===== src/rtl/vga_pkg.sv =====
// Shared VGA constants: default 640x480@60 timing, pattern mode encodings and
// the colour-bar palette helper.
package vga_pkg;

    localparam int DEF_H_ACTIVE = 640;
    localparam int DEF_H_FP     = 16;
    localparam int DEF_H_SYNC   = 96;
    localparam int DEF_H_BP     = 48;
    localparam int DEF_V_ACTIVE = 480;
    localparam int DEF_V_FP     = 10;
    localparam int DEF_V_SYNC   = 2;
    localparam int DEF_V_BP     = 33;

    localparam int X_W = 11;
    localparam int Y_W = 10;

    typedef enum logic [1:0] {
        MODE_SOLID    = 2'd0,
        MODE_BARS     = 2'd1,
        MODE_CHECKER  = 2'd2,
        MODE_GRADIENT = 2'd3
    } mode_e;

    // Bar index bits map straight onto full-scale R, G and B (3-3-2 packing).
    function automatic logic [7:0] bar_colour(input logic [2:0] idx);
        return {{3{idx[2]}}, {3{idx[1]}}, {2{idx[0]}}};
    endfunction

endpackage


===== src/rtl/vga_counter.sv =====
// Horizontal/vertical raster counters and registered sync/active/position
// decode; every output lags the counters by exactly one pixel tick.
module vga_counter
    import vga_pkg::*;
#(
    parameter int H_ACTIVE = DEF_H_ACTIVE,
    parameter int H_FP     = DEF_H_FP,
    parameter int H_SYNC   = DEF_H_SYNC,
    parameter int H_BP     = DEF_H_BP,
    parameter int V_ACTIVE = DEF_V_ACTIVE,
    parameter int V_FP     = DEF_V_FP,
    parameter int V_SYNC   = DEF_V_SYNC,
    parameter int V_BP     = DEF_V_BP,
    parameter bit HS_POL   = 1'b0,
    parameter bit VS_POL   = 1'b0
) (
    input  logic           clk,
    input  logic           rst,
    input  logic           pix_en,
    output logic [X_W-1:0] h_cnt,
    output logic [Y_W-1:0] v_cnt,
    output logic           line_end,
    output logic           hsync,
    output logic           vsync,
    output logic           active,
    output logic           frame_start,
    output logic [X_W-1:0] x,
    output logic [Y_W-1:0] y
);

    localparam int H_TOT = H_ACTIVE + H_FP + H_SYNC + H_BP;
    localparam int V_TOT = V_ACTIVE + V_FP + V_SYNC + V_BP;

    localparam logic [X_W-1:0] H_LAST     = X_W'(H_TOT - 1);
    localparam logic [X_W-1:0] H_ACT      = X_W'(H_ACTIVE);
    localparam logic [X_W-1:0] H_SYNC_ON  = X_W'(H_ACTIVE + H_FP);
    localparam logic [X_W-1:0] H_SYNC_OFF = X_W'(H_ACTIVE + H_FP + H_SYNC);

    localparam logic [Y_W-1:0] V_LAST     = Y_W'(V_TOT - 1);
    localparam logic [Y_W-1:0] V_ACT      = Y_W'(V_ACTIVE);
    localparam logic [Y_W-1:0] V_SYNC_ON  = Y_W'(V_ACTIVE + V_FP);
    localparam logic [Y_W-1:0] V_SYNC_OFF = Y_W'(V_ACTIVE + V_FP + V_SYNC);

    logic hs_band;
    logic vs_band;
    logic visible;

    assign line_end = (h_cnt == H_LAST);

    always_comb begin
        hs_band = (h_cnt >= H_SYNC_ON) && (h_cnt < H_SYNC_OFF);
        vs_band = (v_cnt >= V_SYNC_ON) && (v_cnt < V_SYNC_OFF);
        visible = (h_cnt < H_ACT) && (v_cnt < V_ACT);
    end

    always_ff @(posedge clk or posedge rst) begin
        if (rst) begin
            h_cnt       <= '0;
            v_cnt       <= '0;
            x           <= '0;
            y           <= '0;
            hsync       <= ~HS_POL;
            vsync       <= ~VS_POL;
            active      <= 1'b0;
            frame_start <= 1'b0;
        end else if (pix_en) begin
            if (line_end) begin
                h_cnt <= '0;
                v_cnt <= (v_cnt == V_LAST) ? '0 : v_cnt + Y_W'(1);
            end else begin
                h_cnt <= h_cnt + X_W'(1);
            end
            // Outputs capture the position being left, giving the fixed one-tick lag.
            x           <= h_cnt;
            y           <= v_cnt;
            hsync       <= hs_band ? HS_POL : ~HS_POL;
            vsync       <= vs_band ? VS_POL : ~VS_POL;
            active      <= visible;
            frame_start <= (h_cnt == '0) && (v_cnt == '0);
        end
    end

endmodule


===== src/rtl/vga_timing_gen.sv =====
// VGA timing generator with a built-in test-pattern source (solid, colour
// bars, checkerboard, gradient) aligned to the registered timing outputs.
module vga_timing_gen
    import vga_pkg::*;
#(
    parameter int H_ACTIVE = DEF_H_ACTIVE,
    parameter int H_FP     = DEF_H_FP,
    parameter int H_SYNC   = DEF_H_SYNC,
    parameter int H_BP     = DEF_H_BP,
    parameter int V_ACTIVE = DEF_V_ACTIVE,
    parameter int V_FP     = DEF_V_FP,
    parameter int V_SYNC   = DEF_V_SYNC,
    parameter int V_BP     = DEF_V_BP,
    parameter bit HS_POL   = 1'b0,
    parameter bit VS_POL   = 1'b0
) (
    input  logic           clk,
    input  logic           rst,
    input  logic           pix_en,
    input  logic [1:0]     mode,
    input  logic [7:0]     solid_rgb,
    output logic           hsync,
    output logic           vsync,
    output logic           active,
    output logic [X_W-1:0] x,
    output logic [Y_W-1:0] y,
    output logic           frame_start,
    output logic [2:0]     vga_red,
    output logic [2:0]     vga_green,
    output logic [1:0]     vga_blue
);

    localparam logic [X_W-1:0] H_ACT    = X_W'(H_ACTIVE);
    localparam logic [Y_W-1:0] V_ACT    = Y_W'(V_ACTIVE);
    localparam logic [X_W-1:0] BAR_LAST = X_W'(H_ACTIVE / 8 - 1);

    logic [X_W-1:0] h_cnt;
    logic [Y_W-1:0] v_cnt;
    logic           line_end;

    mode_e          mode_q;
    mode_e          mode_eff;
    logic           frame_origin;
    logic [X_W-1:0] bar_px;
    logic [2:0]     bar_idx;
    logic [7:0]     pix_next;
    logic [7:0]     rgb;

    vga_counter #(
        .H_ACTIVE (H_ACTIVE),
        .H_FP     (H_FP),
        .H_SYNC   (H_SYNC),
        .H_BP     (H_BP),
        .V_ACTIVE (V_ACTIVE),
        .V_FP     (V_FP),
        .V_SYNC   (V_SYNC),
        .V_BP     (V_BP),
        .HS_POL   (HS_POL),
        .VS_POL   (VS_POL)
    ) u_counter (
        .clk         (clk),
        .rst         (rst),
        .pix_en      (pix_en),
        .h_cnt       (h_cnt),
        .v_cnt       (v_cnt),
        .line_end    (line_end),
        .hsync       (hsync),
        .vsync       (vsync),
        .active      (active),
        .frame_start (frame_start),
        .x           (x),
        .y           (y)
    );

    // At the frame origin the incoming mode is used directly so the very first
    // pixel of a frame already shows the newly selected pattern.
    always_comb begin
        frame_origin = (h_cnt == '0) && (v_cnt == '0);
        mode_eff     = frame_origin ? mode_e'(mode) : mode_q;
        pix_next     = 8'h00;
        if ((h_cnt < H_ACT) && (v_cnt < V_ACT)) begin
            case (mode_eff)
                MODE_SOLID:    pix_next = solid_rgb;
                MODE_BARS:     pix_next = bar_colour(bar_idx);
                MODE_CHECKER:  pix_next = (h_cnt[5] ^ v_cnt[5]) ? 8'hFF : 8'h00;
                MODE_GRADIENT: pix_next = h_cnt[7:0];
                default:       pix_next = 8'h00;
            endcase
        end
    end

    always_ff @(posedge clk or posedge rst) begin
        if (rst) begin
            mode_q  <= MODE_SOLID;
            bar_px  <= '0;
            bar_idx <= '0;
            rgb     <= 8'h00;
        end else if (pix_en) begin
            if (frame_origin) begin
                mode_q <= mode_e'(mode);
            end
            // Bar position tracks h_cnt by counting pixels, avoiding a divider.
            if (line_end) begin
                bar_px  <= '0;
                bar_idx <= '0;
            end else if (bar_px == BAR_LAST) begin
                bar_px  <= '0;
                bar_idx <= bar_idx + 3'd1;
            end else begin
                bar_px <= bar_px + X_W'(1);
            end
            rgb <= pix_next;
        end
    end

    assign vga_red   = rgb[7:5];
    assign vga_green = rgb[4:2];
    assign vga_blue  = rgb[1:0];

endmodule

===== config.mk =====
export PLATFORM = sky130hd
export DESIGN_NAME = vga_timing_gen
export DESIGN_NICKNAME = d
export VERILOG_FILES = /design/src/rtl/vga_pkg.sv /design/src/rtl/vga_counter.sv /design/src/rtl/vga_timing_gen.sv
export SDC_FILE = /design/constraint.sdc
export NUM_CORES = 1
export LEC_CHECK = 0
export ABC_AREA = 0
export CAP_MARGIN = 20
export CORE_MARGIN = 4
export CORE_UTILIZATION = 40
export CTS_CLUSTER_DIAMETER = 60
export DETAILED_ROUTE_END_ITERATION = 16
export GPL_TIMING_DRIVEN = 0
export PLACE_DENSITY_LB_ADDON = 0.12
export SYNTH_ARGS = -nofsm -noshare
export SYNTH_HDL_FRONTEND = slang
export SYNTH_SLANG_ARGS = --single-unit

===== constraint.sdc =====
create_clock -name clk -period 3 [get_ports clk]
set_input_delay 0.3 -clock clk [delete_from_list [all_inputs] [get_ports clk]]
set_output_delay 0.3 -clock clk [all_outputs]
set_load 0.01 [all_outputs]

==> flow_metrics.py <==
metrics = {
    "worst_setup_path": {
        "required_ns": 3.25,
        "arrival_ns": 2.95,
        "crit_cells": 7,
        "startpoint_type": "register",
        "worstPathMaxFanout": 8,
        "cp_num_buf_inv": 1,
        "cp_slowest_stage_delay_ns": 0.60,
        "worst_setup_path_end_kind": "register",
        "path_delay_family": "simple AND/OR/NAND/NOR gates",
        "worstRegToRegCells": 7,
        "crit_chain": "buf_2, nor4_1, nand3b_1, nor3_2, mux2i_1, a211oi_1, o32ai_1",
        "critPathKind": "register to register",
        "cp_slowest_cell": "nor3_2",
    },
    "logic_synthesis": {
        "ys.flop_type": "dfrtp_1",
        "synth_area_leaders": "dfrtp_1 49%, mux2_2 7.8%, nor2_1 3.6%",
        "synth.top_cell.area_share_pct": 49.06,
        "syn_area_per_cell_sq_um": 10.48,
        "async_flop_share_pct": 100.0,
        "ys_ff_latch": 70,
        "synth_edf_count": 0,
        "synth_warnings": 0,
        "synthCells": 331,
        "synth_xor_area_share_pct": 6.061,
        "yosys.area_share.simple_pct": 18.43,
        "synth_area_sq_mm": 0.003468,
        "syn_nets": 350,
        "synth_compound_area_share_pct": 9.019,
        "seq_area_frac_synth_pct": 50.58,
        "synth_top_area_cell": "dfrtp_1",
        "synth_top_family_by_area": "simple AND/OR/NAND/NOR gates",
        "synth_cell_type_count": 47,
        "synth_mux_area_share_pct": 9.812,
        "synthAdderAreaFrac_pct": 2.165,
    },
    "placement": {
        "portBuffers": 45,
        "gp_congestion": 0.7795,
        "dp_hpwl_um": 5481,
        "place_area_sq_mm": 0.004053,
    },
    "pwr": {
        "p_int_w": 0.001783,
        "comb_power_share_pct": 19.0,
        "p_leak_nw": 1.872,
        "clockPowerShare_pct": 34.2,
        "p_sw_w": 0.0007068,
        "switching_share_pct": 28.39,
        "seq_power_share_pct": 46.8,
        "p_per_area_mw_per_mm2": 581.8,
        "peakVddDrop_uv": 294.4,
    },
    "die": {
        "pin_count": 46,
        "die-area_sq_mm": 0.01022,
        "core_sq_mm": 0.008341,
        "initial_utilization_pct": 41.58,
        "die_width_um": 101.1,
        "num_rows": 33,
        "die_h_um": 101.1,
    },
    "routing": {
        "wl_per_cell_um": 15.96,
        "num_vias": 2663,
        "routed_via_density": 5.358,
        "firstDrtPassIters": 4,
        "dr.first_iter.drc_count": 102,
        "totalWireLength_um": 7934,
        "final_antenna_net_count": 0,
        "drc": 0,
    },
    "clocking": {
        "cts_buffers": 9,
        "hold_buffers": 0,
        "clock-sinks": 70,
        "postCtsSetupBuffers": 0,
        "clock_latency_ns": 0.35,
        "clock_path_buffers": 2,
        "path_clk_slew_ns": 0.08,
        "htree_levels": 3,
        "clockRootBuffer": "clkbuf_8",
        "cts_tree": "yes",
    },
    "timing": {
        "setup_viol": 0,
        "fin_crit_ns": 2.703,
        "hold_viol_final": 0,
        "rsz0062_at_grt": "no",
        "fin_crit_sh_pct": 90.09,
        "holdWs_ns": 0.4840,
        "fmax_ghz": 0.3700,
        "worstMarginPinSlew_ns": 0.8747,
        "slew_headroom_pct": 41.15,
        "finClkSkew_ns": 0.005425,
        "drv_slew": 0,
    },
    "final_layout": {
        "final_common_cell": "dfrtp_1",
        "final_area_sq_mm": 0.004279,
        "syn_to_final_growth_pct": 23.38,
        "final_util_pct": 51.31,
        "final_layout_size_suffix_gt1_share_pct": 14.54,
        "antenna-diode-count": 0,
        "layout.nets": 406,
        "num-fill-cells": 771,
        "layout_common_cells": "68 x dfrtp_1, 45 x clkdlybuf4s50_1, 33 x nor2_1",
    },
    "global_routing": {
        "grt.total_usage_pct": 17.19,
        "grt_overflow": 0,
        "antenna_found_initial": 0,
        "grt_first_pass_wirelength_um": 13760,
        "grt_max_degree": 71,
        "grt_pass1_vias": 2692,
    },
    "min_path": {
        "hold_path.class": "primary input to asynchronous set/reset pin",
    },
    "outcome": {
        "outcome": "complete, no violations",
    },
    "job": {
        "cap_violations": 0,
    },
}
## final timing paths
check	start	end	slack, ns
max reg2reg	u_counter.v_cnt[5]$_DFFE_PP0P_	rgb[0]$_DFFE_PP0P_	0.30
min	rst	u_counter.y[7]$_DFFE_PP0P_	0.48
min reg2reg	u_counter.active$_DFFE_PP0P_	u_counter.active$_DFFE_PP0P_	0.50
min in group clk	u_counter.active$_DFFE_PP0P_	u_counter.active$_DFFE_PP0P_	0.50
max in group asynchronous	rst	u_counter.h_cnt[6]$_DFFE_PP0P_	1.95
max	u_counter.v_cnt[5]$_DFFE_PP0P_	rgb[0]$_DFFE_PP0P_	0.30
## power by group through the flow
| stage | Combinational [W] | Clock (W) | Sequential [W] |
|---|---|---|---|
| 5_1_grt | 0.000534 | 0.000918 | 0.00119 |
| 4_1_cts | 0.000480 | 0.000866 | 0.00116 |
| 3_3_place_gp | 0.000469 | 0 | 0.00118 |
| 3_5_place_dp | 0.000476 | 0 | 0.00118 |
| 6_report | 0.000473 | 0.000852 | 0.00116 |
| 2_1_floorplan | 0.000284 | 0 | 0.00118 |
## timing repair
item                                   4_1_cts  5_1_grt
setup endpoints to repair                    0        1
gates resized for setup                      0        1
endpoints found under the hold margin        0        0
## flip-flops by register name, summed over array words and instances, names as in the netlist
name                   flops
bar_px                    11
u_counter.v_cnt           10
u_counter.frame_start      1
rgb                        8
mode_q                     2
u_counter.vsync            1
u_counter.hsync            1
u_counter.active           1
u_counter.x               11
u_counter.y               10
u_counter.h_cnt           11
bar_idx                    3
## kinds of logic after synthesis
logic type	count (synthesis)
DFF	70
adders and majority gates	6
buffers and inverters	33
xor gates and xnor gates	24
and+or+nand+nor	123
AOI/OAI and AO/OA	44
muxes	31
## synth_stat cells, types with 4 or more instances
master	n
and2_1	5
xor2_1	13
mux2i_1	7
buf_2	4
and3_1	7
o21ai_0	13
ha_1	6
nand2_1	30
a211oi_1	7
mux2_2	24
nor2_1	33
nand3_1	15
nand4_1	9
xnor2_1	11
clkbuf_1	8
o32ai_1	7
inv_1	19
dfrtp_1	68
## per-layer routing
layer	global-route usage, %	vias to the layer above	share of wire (%)	routed length (um)
met1	24.05	1309	49	3876
met3	4.221	11	4.3	338
met5	0	-	0	0
met2	26.11	64	45	3583
met4	5.930	0	1.7	136
li1	-	1279	-	-
## worst register-to-register path, stage by stage, from the launching register on
cell and delay, ns:
dfrtp_1 0.36, buf_2 0.18, nor4_1 0.28, nand3b_1 0.23, nor3_2 0.60, mux2i_1 0.58, a211oi_1 0.12, o32ai_1 0.25
## metrics by stage
step | setup WS, ns | instances | total power (W) | TNS, ns
6_report | 0.2972 | 497 | 0.002490 | 0
3_3_place_gp | -0.3367 | 481 | 0.001650 | -22.70
4_1_cts | 0.1664 | 497 | 0.002511 | 0
3_5_place_dp | 0.1301 | 481 | 0.001660 | 0
2_1_floorplan | 0.7757 | 331 | 0.001464 | 0
5_1_grt | 0.01772 | 497 | 0.002637 | 0
## cell type report
type                    count  area (sq um)  share of cell area [%]
clock inverters             6         85.08                   1.988
clock buffers              10         137.6                   3.216
multi-input cells         228          1582                   36.96
flip-flops and latches     70          1754                   40.99
plain buffers              14         65.06                   1.520
repair buffers             45         450.4                   10.53
inverters                  19         73.82                   1.725
well taps                 105         131.4                   3.070
No activity file was read; power rests on OpenSTA's default activity.
